**config.mk**
```make
export PLATFORM = sky130hd
export DESIGN_NAME = y_serial_adder
export DESIGN_NICKNAME = d
export VERILOG_FILES = /design/src/rtl/y_serial_adder.sv
export SDC_FILE = /design/constraint.sdc
export NUM_CORES = 1
export LEC_CHECK = 0
export BUFFER_PORTS_ARGS = -buffer_cell sky130_fd_sc_hd__buf_2
export CAP_MARGIN = 10
export CORE_ASPECT_RATIO = 0.8
export CORE_UTILIZATION = 50
export CTS_BUF_LIST = sky130_fd_sc_hd__clkbuf_8 sky130_fd_sc_hd__clkbuf_16
export DETAILED_ROUTE_END_ITERATION = 16
export PLACE_DENSITY = 0.73
export SYNTH_ARGS = -nofsm -noshare
export SYNTH_HDL_FRONTEND = slang
export SYNTH_SLANG_ARGS = --single-unit
```
**constraint.sdc**
```tcl
create_clock -name clk -period 2.2 [get_ports clk]
set_input_delay 0.22 -clock clk [delete_from_list [all_inputs] [get_ports clk]]
set_output_delay 0.22 -clock clk [all_outputs]
set_load 0.02 [all_outputs]
```
**src/rtl/y_serial_adder.sv**
```systemverilog
// rtl/y_serial_adder.sv - bit-serial adder/subtractor, one full-adder cell, LSB first
module y_serial_adder #(
  parameter int W = 8
) (
  input  logic         clk,
  input  logic         reset,
  input  logic         start,
  input  logic [W-1:0] a,
  input  logic [W-1:0] b,
  input  logic         sub,
  output logic         busy,
  output logic         done,
  output logic [W-1:0] z,
  output logic         cout,
  output logic         ovf
);
  localparam int CW = $clog2(W);
  localparam logic [CW-1:0] LAST = CW'(W - 1);

  typedef enum logic [1:0] {IDLE, RUN, DONE} state_t;

  state_t        state;
  logic [W-1:0]  a_sh;
  logic [W-1:0]  b_sh;
  logic [W-1:0]  r_sh;
  logic          carry;
  logic [CW-1:0] cnt;

  logic          s_bit;
  logic          c_next;
  logic [W-1:0]  r_next;

  always_comb begin
    s_bit  = a_sh[0] ^ b_sh[0] ^ carry;
    c_next = (a_sh[0] & b_sh[0]) | ((a_sh[0] ^ b_sh[0]) & carry);
    r_next = {s_bit, r_sh[W-1:1]};
  end

  // Result bits accumulate in r_sh; z is only loaded once the last bit is in.
  always_ff @(posedge clk or posedge reset) begin
    if (reset) begin
      state <= IDLE;
      a_sh  <= '0;
      b_sh  <= '0;
      r_sh  <= '0;
      carry <= 1'b0;
      cnt   <= '0;
      busy  <= 1'b0;
      done  <= 1'b0;
      z     <= '0;
      cout  <= 1'b0;
      ovf   <= 1'b0;
    end else begin
      unique case (state)
        IDLE, DONE: begin
          done <= 1'b0;
          if (start) begin
            a_sh  <= a;
            b_sh  <= sub ? ~b : b;
            carry <= sub;
            r_sh  <= '0;
            cnt   <= '0;
            busy  <= 1'b1;
            state <= RUN;
          end else begin
            state <= IDLE;
          end
        end
        RUN: begin
          a_sh  <= a_sh >> 1;
          b_sh  <= b_sh >> 1;
          r_sh  <= r_next;
          carry <= c_next;
          cnt   <= cnt + 1'b1;
          if (cnt == LAST) begin
            // carry still holds the carry into the MSB here
            z     <= r_next;
            cout  <= c_next;
            ovf   <= carry ^ c_next;
            busy  <= 1'b0;
            done  <= 1'b1;
            cnt   <= '0;
            state <= DONE;
          end
        end
        default: state <= IDLE;
      endcase
    end
  end
endmodule

```
* After elaboration in Yosys (flattened, before gate mapping)
Cells that the tools add are included.
Word-level totals: flip-flop bits (word level) 42, bits in latches 0, RAM bits 0, memory bits (read-only) 0, input bits 20, output and inout port bits 12, memories 0
Operators by class: add/subtract/negate cells 1, multiply operators 0, divide/modulo/power cells 0, order comparisons 0, equality and inequality tests 5, shift operators 0, multiplexer cells 20, bitwise gates (word level) 7, reductions and logical operators 7
Operators by type and width (count):
- $pmux 8 s2 | 3
- $mux 8 | 4
- $not 8->8 | 1
- $mux 3 | 2
- $pmux 1 s2 | 3
- $pmux 3 s2 | 1
- $reduce_and 2->1 | 3
- $mux 1 | 5
- $ne 2x2->1 const B | 2
- $pmux 2 s2 | 1
- $add 3x1->3 const B | 1
- $eq 3x3->1 const B | 1
- $reduce_and 3->1 | 1
- $xor 1x1->1 | 3
- $and 1x1->1 | 2
- $eq 2x1->1 const B | 1
- $eq 2x2->1 const B | 1
- $logic_not 2->1 | 1
- $mux 2 | 1
- $reduce_bool 2->1 | 1
- $reduce_or 2->1 | 1
- $or 1x1->1 | 1

* Longest topological paths before layout
word-level depth 4, depth in mapped cells 6, depth with buffers taken out 5

* Least setup slack after synthesis
OpenSTA, ideal clock, no wires.
path type flip-flop to flip-flop, from register cnt[0], to register cout, setup time 0.125 ns, arrival 1.461 ns, setup slack 0.614 ns, cell stages (with the launch flop) 6, path buffers 1, period minus slack after synthesis 1.586 ns, cell sequence dfrtp_1 > ha_1 > ha_1 > nand3b_1 > buf_4 > mux2_2
On the way: cells in the longest elaborated chain, start to end 2
Ends and longest elaborated chain:
- from (decl) | RTL line 27 | logic [CW-1:0] cnt;
- from (signal assigned) | RTL line 74 | cnt <= cnt + 1'b1;
- $eq 3x3->1 | RTL line 75 | if (cnt == LAST) begin
- $reduce_and 2->1 (no source line)
- to (signal assigned) | RTL line 78 | cout <= c_next;
- to (decl) | RTL line 14 | output logic cout,
Every way passes these cells. A chain may end at the register's enable or synchronous reset.

* Worst setup path after layout
from register cnt[0], to register z[3]
On the way: cells in the longest elaborated chain, start to end 2
Ends and longest elaborated chain:
- $eq 3x3->1 | RTL line 75
- $reduce_and 2->1 (no source line)
- to (signal assigned) | RTL line 77 | z <= r_next;
- to (decl) | RTL line 13 | output logic [W-1:0] z,
Every way passes these cells.

==> impl_metrics.toml <==
[status]
status = "completed"

[flow_run]
cap_violations = 0

[sta]
slew_violations = 0
slew_headroom = 0.5838
tns_ps = 0
hold_slack_ps = 31.17
fin_crit_sh = 0.8329
fin_worst_skew_ps = 6.309
post-route-min-period_ps = 1832
rsz0062_at_grt = "no"
worst_pin_slew_ps = 624.2
max_freq_mhz = 545.7
report.final.hold_viol_count = 0
setup_viol = 0

[synth]
yosysSeqAreaShare = 0.5849
synth_nets = 162
synthCells = 139
yosys_warnings = 0
mappedNetlistArea_um2 = 1754
ys_seq_elements = 41
syn_avg_cell_area_um2 = 12.62
yosys-top-cells-area = "dfrtp_1 58%, mux2_2 5.8%, a22o_1 5.0%, a221o_1 4.0%, xnor2_1 4.0%"
synth_cell_types = 26
yosys.area.top_type = "dfrtp_1"
yosysTopAreaCellShare = 0.5849

[final_layout]
fillers = 276
fin_nets = 193
drive_gt1_frac = 0.2982
areaGrowthSynthToFinish_pct = 13.69
n_antenna_cell = 0
final_common_cell = "dfrtp_1"
layout_common_cells = "41 x dfrtp_1, 31 x buf_2, 13 x nand2_1"
utilization = 0.6193
stdcell_area_um2 = 1994

[die]
ios = 32
core_um2 = 3221
dieWidth_um = 68.22
start_util = 0.5447
fp-row-count = 18
die-area_um2 = 3751
fp.dieH_um = 54.98

[grt]
grt_pass1_vias = 1031
grt_pass1_wl_mm = 4.988
grt_usage = 0.1921
grt_overflow = 0
grt_antenna_before_repair = 0
grt_max_degree = 42

[critical_path]
cp_cell_sequence = "ha_1 > ha_1 > nand3b_1 > mux2_2"
crit_type = "reg -> reg"
worstPathArrival_ps = 2010
required_ps = 2380
worst_setup_path_end_kind = "flip-flop"
cpMostUsedCell = "ha_1"
path_max_fanout = 14
slowest_delay_ps = 480
slowest_stage = "nand3b_1"
start_kind = "flip-flop"

[drt]
wl_mm = 3.072
num_vias = 1191
ant_nets = 0
drcViolationCount = 0
avgRoutedWirePerCell_um = 14.56
drt-initial-drc-count = 113
via_per_inst = 5.645
firstDrtPassIters = 4

[clocking]
cts_buffer_depth = 2
cts_sinks = 41
cts.clk_slew.worst_paths_ps = 80
htree_levels = 2
cts-resized-gates = 0
ctsHoldBuffers = 0
clk_latency_ps = 290
cts.root.buffer_cell = "clkbuf_8"
cts_tree = "yes"
cts_buffers = 5
post_cts_buffers = 0

[pwr]
p_per_area_nw_per_um2 = 1451
p_total_mw = 2.895
ir_worst_vdd_uv = 497.3
leakage_nw = 1.005

[placed_design]
place_area_um2 = 1912
io_buffers = 31
dp_hpwl_mm = 2.132
place.gp.congestion = 0.7353

[min_path]
min_path_type = "in -> async"
## where the power goes
group,total (mW),internal (mW),switching (mW)
combinational,1.14,0.528,0.611
clock,0.466,0.215,0.251
sequential,1.29,1.09,0.202
## per-layer routing
layer  global-route usage  wire length (um)  vias up  share of wire
met2               0.2761              1409       38           0.46
met1               0.2579              1446      593           0.47
met3              0.07992               171        7          0.056
met5                    0                 0        -              0
met4              0.07292                45        0          0.015
li1                     -                 -      553              -
## path summary, 6_finish.rpt
kind	slack (ps)	startpoint	cells after the start	to
max	370	cnt[0]	4	z[3]
max in group asynchronous	1810	reset	3	r_sh[4]
min	30	reset	3	carry
min reg2reg	480	ovf	2	ovf
min in group clk	130	a[4]	3	a_sh[4]
max reg2reg	370	cnt[0]	4	z[3]
## sequential cells by signal (all words and copies together) (netlist names)
name and count:
b_sh 8, ovf 1, done 1, r_sh 7, z 8, carry 1, cnt 3, busy 1
a_sh 8, cout 1, state 2
## cells by family (layout without fill, tap and decap cells)
logic type      count (synthesis)  count (layout)  share of synthesized area
mux                             9               9                    0.05778
simple gates                   35              35                     0.1006
flops                          41              41                     0.5849
buf+inv                        13              45                    0.04636
fa+ha+maj                       3               3                    0.02568
compound gates                 29              29                     0.1398
xor+xnor                        9               9                    0.04494
## layout make-up
class	instances	area (um^2)	area share
clock inverter	3	13.76	0.006901
inverter	3	11.26	0.005646
sequential	41	1026	0.5144
multi-input combinational	85	646.9	0.3243
tap	40	50.05	0.02509
clock buffer	5	68.82	0.03450
timing repair buffer	34	177.7	0.08908
## Yosys cell counts
cell,instances
dfrtp_1,41
a21o_1,1
a22oi_1,8
xor2_1,1
inv_1,3
clkbuf_1,1
buf_6,3
nand3_1,8
mux2_2,9
or2b_1,1
nand2b_1,1
a22o_1,10
and2b_1,2
nor2_1,7
buf_2,5
nand2_1,13
a221o_1,7
ha_1,2
nor2_8,1
xnor2_1,8
fa_1,1
nor3_1,1
a32o_1,1
buf_4,1
o21ai_0,2
nand3b_1,1
## metrics by stage
stage	worst slack (ps)	instances
CTS	360.1	211
finish	367.6	211
floorplan	613.9	139
global route	231.9	211
global placement	448.3	203
detailed placement	382.7	203
## worst max-delay path, delay by kind of cell, from the launching register on
family	cells	cell delay, ps
adder cells (fa/ha/maj)	2	430
AND/OR/NAND/NOR	1	480
multiplexers	1	400
flip-flops	1	400
Note: power is estimated with default switching activity, not from simulation.
